[src/rtl/mem_stage_pkg.sv]
// mem_stage_pkg: shared types and constants for the MEM pipeline stage.
//   mem_state_type    : MEM stage controller states (IDLE/REQ/WAIT).
//   mem_size_type     : funct3 encodings for loads and stores.
//   MEM_TIMEOUT_WIDTH : width of the optional WAIT-state watchdog counter.
package mem_stage_pkg;

  typedef enum logic [1:0] {
    IDLE = 2'd0,
    REQ  = 2'd1,
    WAIT = 2'd2
  } mem_state_type;

  typedef logic [2:0] mem_size_type;

  // Loads and stores share encodings, so these are plain constants, not an enum.
  localparam mem_size_type MEM_LB  = 3'b000;
  localparam mem_size_type MEM_LH  = 3'b001;
  localparam mem_size_type MEM_LW  = 3'b010;
  localparam mem_size_type MEM_LBU = 3'b100;
  localparam mem_size_type MEM_LHU = 3'b101;
  localparam mem_size_type MEM_SB  = 3'b000;
  localparam mem_size_type MEM_SH  = 3'b001;
  localparam mem_size_type MEM_SW  = 3'b010;

  localparam int MEM_TIMEOUT_WIDTH = 8;

endpackage

[src/rtl/mem_stage_lsu_align.sv]
// lsu_align: combinational load/store lane logic for the MEM stage.
//   funct3     in  access size and signedness
//   addr_lo    in  byte offset within the word
//   is_load    in  access is a load
//   is_store   in  access is a store
//   store_data in  raw store operand
//   load_data  in  raw load word from memory
//   be         out byte enables for a store
//   wdata      out lane-replicated store data
//   fault      out illegal funct3, read+write together, or misaligned access
//   load_ext   out selected lane, sign- or zero-extended
module lsu_align
  import mem_stage_pkg::*;
#(
  parameter int DATA_WIDTH = 32
) (
  input  mem_size_type          funct3,
  input  logic [1:0]            addr_lo,
  input  logic                  is_load,
  input  logic                  is_store,
  input  logic [DATA_WIDTH-1:0] store_data,
  input  logic [DATA_WIDTH-1:0] load_data,
  output logic [3:0]            be,
  output logic [DATA_WIDTH-1:0] wdata,
  output logic                  fault,
  output logic [DATA_WIDTH-1:0] load_ext
);

  function automatic logic [DATA_WIDTH-1:0] extend_byte(input logic [7:0] b, input logic sgn);
    logic signed [7:0] sb;
    sb = b;
    return sgn ? DATA_WIDTH'(sb) : DATA_WIDTH'(b);
  endfunction

  function automatic logic [DATA_WIDTH-1:0] extend_half(input logic [15:0] h, input logic sgn);
    logic signed [15:0] sh;
    sh = h;
    return sgn ? DATA_WIDTH'(sh) : DATA_WIDTH'(h);
  endfunction

  logic [7:0]  lane_byte;
  logic [15:0] lane_half;
  logic        legal_load;
  logic        legal_store;
  logic        misaligned;

  always_comb begin
    lane_byte = load_data[7:0];
    case (addr_lo)
      2'd1:    lane_byte = load_data[15:8];
      2'd2:    lane_byte = load_data[23:16];
      2'd3:    lane_byte = load_data[31:24];
      default: lane_byte = load_data[7:0];
    endcase
    lane_half = addr_lo[1] ? load_data[31:16] : load_data[15:0];
  end

  always_comb begin
    load_ext = load_data;
    case (funct3)
      MEM_LB:  load_ext = extend_byte(lane_byte, 1'b1);
      MEM_LBU: load_ext = extend_byte(lane_byte, 1'b0);
      MEM_LH:  load_ext = extend_half(lane_half, 1'b1);
      MEM_LHU: load_ext = extend_half(lane_half, 1'b0);
      default: load_ext = load_data;
    endcase
  end

  always_comb begin
    be    = 4'h0;
    wdata = store_data;
    case (funct3)
      MEM_SB: begin
        be    = 4'b0001 << addr_lo;
        wdata = {4{store_data[7:0]}};
      end
      MEM_SH: begin
        be    = 4'b0011 << {addr_lo[1], 1'b0};
        wdata = {2{store_data[15:0]}};
      end
      MEM_SW: begin
        be    = 4'hF;
        wdata = store_data;
      end
      default: begin
        be    = 4'h0;
        wdata = store_data;
      end
    endcase
  end

  always_comb begin
    legal_load  = (funct3 == MEM_LB) || (funct3 == MEM_LH) || (funct3 == MEM_LW) ||
                  (funct3 == MEM_LBU) || (funct3 == MEM_LHU);
    legal_store = (funct3 == MEM_SB) || (funct3 == MEM_SH) || (funct3 == MEM_SW);
    // funct3[1:0] encodes the size: 00 byte, 01 half, 10 word.
    case (funct3[1:0])
      2'b01:   misaligned = addr_lo[0];
      2'b10:   misaligned = (addr_lo != 2'b00);
      default: misaligned = 1'b0;
    endcase
    fault = (is_load && is_store) ||
            (is_load && !legal_load) ||
            (is_store && !legal_store) ||
            ((is_load || is_store) && misaligned);
  end

endmodule

[src/rtl/mem_stage.sv]
// mem_stage: pipeline MEM stage between the EX/MEM and MEM/WB registers.
// Non-memory ops pass straight to MEM/WB in one cycle. Loads and stores are
// captured, issued on a valid/ready data-memory port, and the stage stalls
// upstream until the transaction finishes. Misaligned or illegal accesses
// produce a one-cycle mem_fault pulse with a non-writing MEM/WB entry.
//
// Ports:
//   clk, rst                      clock, synchronous active-high reset
//   in_valid, ctrl_mem_read, ctrl_mem_write, ctrl_reg_write, funct3, rd,
//   alu_result, write_data        EX/MEM register fields
//   stall                         freeze EX/MEM and upstream (state != IDLE)
//   dmem_req_valid/ready, dmem_we, dmem_addr, dmem_wdata, dmem_be
//                                 data-memory request channel
//   dmem_rsp_valid, dmem_rdata    data-memory load response
//   wb_valid, wb_reg_write, wb_rd, wb_data
//                                 MEM/WB register outputs
//   mem_fault                     one-cycle fault pulse
//
// Optional build macro MEM_TIMEOUT_EN: adds a WAIT-state watchdog that faults
// the load after TIMEOUT_CYCLES WAIT cycles without a response.
module mem_stage
  import mem_stage_pkg::*;
#(
  parameter int DATA_WIDTH     = 32,
  parameter int TIMEOUT_CYCLES = 255
) (
  input  logic                  clk,
  input  logic                  rst,
  input  logic                  in_valid,
  input  logic                  ctrl_mem_read,
  input  logic                  ctrl_mem_write,
  input  logic                  ctrl_reg_write,
  input  logic [2:0]            funct3,
  input  logic [4:0]            rd,
  input  logic [DATA_WIDTH-1:0] alu_result,
  input  logic [DATA_WIDTH-1:0] write_data,
  output logic                  stall,
  output logic                  dmem_req_valid,
  input  logic                  dmem_req_ready,
  output logic                  dmem_we,
  output logic [DATA_WIDTH-1:0] dmem_addr,
  output logic [DATA_WIDTH-1:0] dmem_wdata,
  output logic [3:0]            dmem_be,
  input  logic                  dmem_rsp_valid,
  input  logic [DATA_WIDTH-1:0] dmem_rdata,
  output logic                  wb_valid,
  output logic                  wb_reg_write,
  output logic [4:0]            wb_rd,
  output logic [DATA_WIDTH-1:0] wb_data,
  output logic                  mem_fault
);

  if (DATA_WIDTH != 32 || TIMEOUT_CYCLES < 1 || TIMEOUT_CYCLES > 255) begin : g_bad_cfg
    $error("mem_stage: unsupported DATA_WIDTH or TIMEOUT_CYCLES");
  end

  mem_state_type state, next_state;

  // Captured access (held for the whole REQ/WAIT transaction).
  logic [DATA_WIDTH-1:0] addr_p0;
  logic [DATA_WIDTH-1:0] wdata_p0;
  mem_size_type          f3_p0;
  logic [4:0]            rd_p0;
  logic                  reg_write_p0;
  logic                  we_p0;
  logic [3:0]            be_p0;

  // lsu_align hookup
  logic                  sel_idle;
  mem_size_type          lsu_f3;
  logic [1:0]            lsu_addr_lo;
  logic [3:0]            lsu_be;
  logic [DATA_WIDTH-1:0] lsu_wdata;
  logic                  lsu_fault;
  logic [DATA_WIDTH-1:0] lsu_load;
  logic                  is_mem_op;

  // next-state strobes for the MEM/WB register
  logic                  capture;
  logic                  wb_fire;
  logic                  wb_we_nxt;
  logic                  fault_nxt;
  logic [4:0]            wb_rd_nxt;
  logic [DATA_WIDTH-1:0] wb_data_nxt;

`ifdef MEM_TIMEOUT_EN
  localparam logic [MEM_TIMEOUT_WIDTH-1:0] TIMEOUT_LAST =
    MEM_TIMEOUT_WIDTH'(TIMEOUT_CYCLES - 1);
  logic [MEM_TIMEOUT_WIDTH-1:0] wait_cnt_p0;
  logic                         timeout;

  // Counts WAIT cycles already spent; cleared whenever not in WAIT, so it
  // starts from zero on every entry into WAIT.
  always_ff @(posedge clk) begin
    if (rst || state != WAIT) begin
      wait_cnt_p0 <= '0;
    end else begin
      wait_cnt_p0 <= wait_cnt_p0 + 1'b1;
    end
  end

  // True in the TIMEOUT_CYCLES-th WAIT cycle.
  assign timeout = (wait_cnt_p0 == TIMEOUT_LAST);
`endif

  // In IDLE the aligner sees the incoming instruction (fault check, lane
  // setup); afterwards it sees the captured access (load extraction).
  assign sel_idle    = (state == IDLE);
  assign lsu_f3      = sel_idle ? funct3 : f3_p0;
  assign lsu_addr_lo = sel_idle ? alu_result[1:0] : addr_p0[1:0];
  assign is_mem_op   = ctrl_mem_read || ctrl_mem_write;

  lsu_align #(
    .DATA_WIDTH (DATA_WIDTH)
  ) u_lsu_align (
    .funct3     (lsu_f3),
    .addr_lo    (lsu_addr_lo),
    .is_load    (ctrl_mem_read),
    .is_store   (ctrl_mem_write),
    .store_data (write_data),
    .load_data  (dmem_rdata),
    .be         (lsu_be),
    .wdata      (lsu_wdata),
    .fault      (lsu_fault),
    .load_ext   (lsu_load)
  );

  always_ff @(posedge clk) begin
    if (rst) begin
      state <= IDLE;
    end else begin
      state <= next_state;
    end
  end

  always_comb begin
    next_state  = state;
    capture     = 1'b0;
    wb_fire     = 1'b0;
    wb_we_nxt   = 1'b0;
    fault_nxt   = 1'b0;
    wb_rd_nxt   = rd_p0;
    wb_data_nxt = '0;
    case (state)
      IDLE: begin
        if (in_valid) begin
          wb_rd_nxt = rd;
          if (!is_mem_op) begin
            wb_fire     = 1'b1;
            wb_we_nxt   = ctrl_reg_write;
            wb_data_nxt = alu_result;
          end else if (lsu_fault) begin
            wb_fire   = 1'b1;
            fault_nxt = 1'b1;
          end else begin
            capture    = 1'b1;
            next_state = REQ;
          end
        end
      end
      REQ: begin
        if (dmem_req_ready) begin
          if (we_p0) begin
            wb_fire    = 1'b1;
            next_state = IDLE;
          end else begin
            next_state = WAIT;
          end
        end
      end
      WAIT: begin
        if (dmem_rsp_valid) begin
          wb_fire     = 1'b1;
          wb_we_nxt   = reg_write_p0;
          wb_data_nxt = lsu_load;
          next_state  = IDLE;
        end
`ifdef MEM_TIMEOUT_EN
        else if (timeout) begin
          wb_fire    = 1'b1;
          fault_nxt  = 1'b1;
          next_state = IDLE;
        end
`endif
      end
      default: next_state = IDLE;
    endcase
  end

  // ---- EX/MEM -> capture stage (p0) ----
  always_ff @(posedge clk) begin
    if (capture) begin
      addr_p0      <= alu_result;
      wdata_p0     <= lsu_wdata;
      f3_p0        <= funct3;
      rd_p0        <= rd;
      reg_write_p0 <= ctrl_reg_write;
      we_p0        <= ctrl_mem_write;
      be_p0        <= lsu_be;
    end
  end

  // Request outputs are gated by REQ so they read zero outside a request.
  assign stall          = (state != IDLE);
  assign dmem_req_valid = (state == REQ);
  assign dmem_we        = dmem_req_valid & we_p0;
  assign dmem_addr      = dmem_req_valid ? {addr_p0[DATA_WIDTH-1:2], 2'b00} : '0;
  assign dmem_wdata     = dmem_req_valid ? wdata_p0 : '0;
  assign dmem_be        = dmem_req_valid ? be_p0 : 4'h0;

  // ---- MEM/WB register ----
  always_ff @(posedge clk) begin
    if (rst) begin
      wb_valid     <= 1'b0;
      wb_reg_write <= 1'b0;
      mem_fault    <= 1'b0;
      wb_rd        <= '0;
      wb_data      <= '0;
    end else begin
      wb_valid     <= wb_fire;
      wb_reg_write <= wb_fire & wb_we_nxt;
      mem_fault    <= fault_nxt;
      if (wb_fire) begin
        wb_rd   <= wb_rd_nxt;
        wb_data <= wb_data_nxt;
      end
    end
  end

endmodule
[config.mk]
export PLATFORM = sky130hd
export DESIGN_NAME = mem_stage
export DESIGN_NICKNAME = d
export VERILOG_FILES = /design/src/rtl/mem_stage_pkg.sv /design/src/rtl/mem_stage_lsu_align.sv /design/src/rtl/mem_stage.sv
export SDC_FILE = /design/constraint.sdc
export NUM_CORES = 1
export LEC_CHECK = 0
export BUFFER_PORTS_ARGS = -buffer_cell sky130_fd_sc_hd__buf_4
export CORE_MARGIN = 2
export CORE_UTILIZATION = 45
export CTS_CLUSTER_DIAMETER = 200
export CTS_CLUSTER_SIZE = 14
export DETAILED_ROUTE_END_ITERATION = 10
export MAX_ROUTING_LAYER = met4
export PLACE_DENSITY = 0.77
export SYNTH_ARGS = -nofsm -noshare
export SYNTH_HDL_FRONTEND = slang
export SYNTH_SLANG_ARGS = --single-unit
[constraint.sdc]
create_clock -name clk -period 9.6 [get_ports clk]
set_clock_uncertainty 0.05 [all_clocks]
set_input_delay 1.92 -clock clk [delete_from_list [all_inputs] [get_ports clk]]
set_output_delay 1.92 -clock clk [all_outputs]
set_load 0.05 [all_outputs]
==> flow_summary.yaml <==
run_status:
  status: "finished clean"
floorplan:
  core_area_sq_um: 12700
  die_h_microns: 118
  initial_core_util_pct: 46.3
  std_cell_rows: 41
  boundaryPins: 223
  dieArea_sq_um: 14000
  chipWidth_microns: 118
place:
  portBuffers: 220
  place_hpwl_microns: 12600
  dp_slack_ns: 4.36
  place_congestion: 0.937
routing:
  antenna_left: 0
  drc: 0
  wl_per_cell_microns: 18.9
  routed_via_density: 5.61
  drtIter0Drc: 483
  wl_microns: 17700
  vias: 5261
  drt-pass1-iter-count: 5
power:
  powerDensity_nw_per_um2: 184
  power.switching_fraction_pct: 27.0
  fin_total_pwr_mw: 1.52
  p_sw_uw: 409
  combPwrFrac_pct: 16.7
  p_clk_share_pct: 44.5
  peakVddDrop_mv: 0.105
  power_frac_seq_pct: 38.7
  internal_power_mw: 1.11
  leakage_nw: 3.56
yosys:
  yosys.cell_count.top_type: "edfxtp_1"
  synth_top_family_by_area: "simple AND/OR/NAND/NOR gates"
  syn_avg_cell_area_sq_um: 10.8
  synthTopCellsByCount: "edfxtp_1 (78), nand2_1 (71), and2_1 (69)"
  synth-xor-area-share_pct: 0
  yosys-top-cells-area: "edfxtp_1 (40%), dfxtp_1 (14%), and2_1 (7.3%)"
  synth_adder_area_share_pct: 0.637
  ys_async_sr_fraction_pct: 0
  ys_dominant_reg_cell: "edfxtp_1"
  ys_types: 61
  yosysTopAreaCellShare_pct: 39.8
  synth-seq-cells: 120
  synth_top_cell_by_area: "edfxtp_1"
  syn-cell-area_sq_um: 5890
  yosys_warnings: 0
  yosys.area_share.simple_pct: 20.8
  netlist_instances: 545
  synth-seq-area-share_pct: 54.1
  synthMuxAreaShare_pct: 3.19
  synth_compound_area_share_pct: 17.5
  synth_edf_count: 78
sta:
  drv_slew: 0
  finalCriticalPeriod_ns: 4.89
  finalSetupTns_ns: 0
  layout_setup_ws_ns: 4.71
  finalSetupViolCount: 0
  rsz0062_at_grt: "false"
  hold_viol: 0
  post-route-period-util_pct: 50.9
  max_freq_mhz: 205
  worst_pin_slew_ns: 1.18
  relSlewSlack_pct: 21.5
clock_network:
  cts_inserted_buffers: 17
  holdBufCountCts: 0
  cts_resized: 0
  cts_buffer_depth: 2
  clock_latency_ns: 0.42
  cts_tree: "yes"
  clock_sinks: 120
  clkTransAtPathRegs_ns: 0.06
  cts_max_level: 4
  cts_setup_buffers: 0
  cts-root-buf: "clkbuf_16"
final_layout:
  final_core_utilization_pct: 64.8
  drive_above_1_share_pct: 40.1
  syn_to_final_growth_pct: 40.1
  final_nets: 868
  num_antenna_cells: 0
global_route:
  grt_overflow: 0
  grt_first_pass_wirelength_microns: 27600
  grt_pass1_vias: 5173
  antenna_found_initial: 0
  track_usage_pct: 25.5
  grt_max_degree: 70
setup_path:
  endpoint_kind: "register"
  crit_type: "input port to register"
  crit_required_ns: 9.59
  start_kind: "input port"
  cp.arrival_ns: 4.88
  critPathMaxFanout: 58
min_path:
  hold_class: "register to register"
flow_run:
  maxCapViolCount: 0
## power by group through the flow
stage          registers, mW  clock network [mW]  logic, mW
4_1_cts                0.587               0.678      0.252
6_report               0.587               0.675      0.254
3_3_place_gp           0.597                   0      0.246
2_1_floorplan          0.624                   0      0.130
3_5_place_dp           0.597                   0      0.251
5_1_grt                0.589               0.703      0.269
## worst max-delay path, cell delays in order
cell and delay [ns]:
buf_4 0.12, mux2i_2 0.13, buf_4 0.34, ha_1 0.82, nor3_1 0.17, o31ai_4 0.27, o41ai_4 0.19, nor3_2 0.23
buf_4 0.61
## cells by family (layout without fill, tap and decap cells)
group	count (synthesis)	after routing
multiplexers	17	17
AO/OA/AOI/OAI	138	138
flip-flops	120	120
adder cells (fa/ha/maj)	3	3
buffers and inverters	45	265
other	1	2
AND/OR/NAND/NOR	221	221
## metal layers
metal	track usage, %	vias up	part of all wire, %
li1	-	2430	-
met1	32.8	2510	41
met2	40.5	284	49
met3	4.73	37	7.1
met4	9.30	0	2.7
met5	-	-	0
## path summary, 6_finish.rpt
| kind | from | to | cells past startpoint | slack [ns] |
|---|---|---|---|---|
| hold reg to reg | wb_data[0] | wb_data[0] | 2 | 0.42 |
| setup reg to reg | state[1] | wdata_p0[22] | 9 | 5.31 |
| hold / removal | wb_data[0] | wb_data[0] | 2 | 0.42 |
| setup / recovery | funct3[1] | wdata_p0[22] | 9 | 4.71 |
## through the flow
stage               area (sq um)  instances  hold WS [ns]
finish                      8250        938         0.420
global route                8250        938         0.432
CTS                         8250        938         0.412
detailed placement          7620        906         0.400
global placement            7620        906         0.391
floorplan                   5890        546         0.420
## state kept, by name (all words and copies together) (netlist names)
register / cells
be_p0: 4
addr_p0: 32
wb_reg_write: 1
wb_rd: 5
wb_data: 32
wb_valid: 1
state: 2
f3_p0: 3
we_p0: 1
rd_p0: 5
reg_write_p0: 1
wdata_p0: 32
mem_fault: 1
## final cells by class
class / count / area [sq um]
inverter: 8 / 30.0
clock inverter: 14 / 200
timing repair buffer: 225 / 1690
sequential: 120 / 3180
fill: 1010 / 4470
tap: 172 / 215
clock buffer: 18 / 429
multi-input combinational: 381 / 2500
## layout by cell type (no fill, tap or decap), types with 4 or more instances in the layout
cell type	synthesis	layout
bufinv_16	0	4
nor2_1	16	16
a22o_1	22	22
mux2_2	14	14
inv_1	7	7
a21oi_1	19	19
buf_4	2	225
edfxtp_1	78	78
dfxtp_1	42	42
clkinv_4	0	5
a31oi_1	8	8
o21ai_0	23	23
clkbuf_16	0	17
nand3_1	18	18
nand3_2	12	12
a221oi_1	6	6
o21ai_1	9	9
and2_1	69	69
a22oi_1	25	25
nand2_1	71	71
nor3_1	6	5
nand4_1	7	7
No activity file was read; power rests on OpenSTA's default activity.
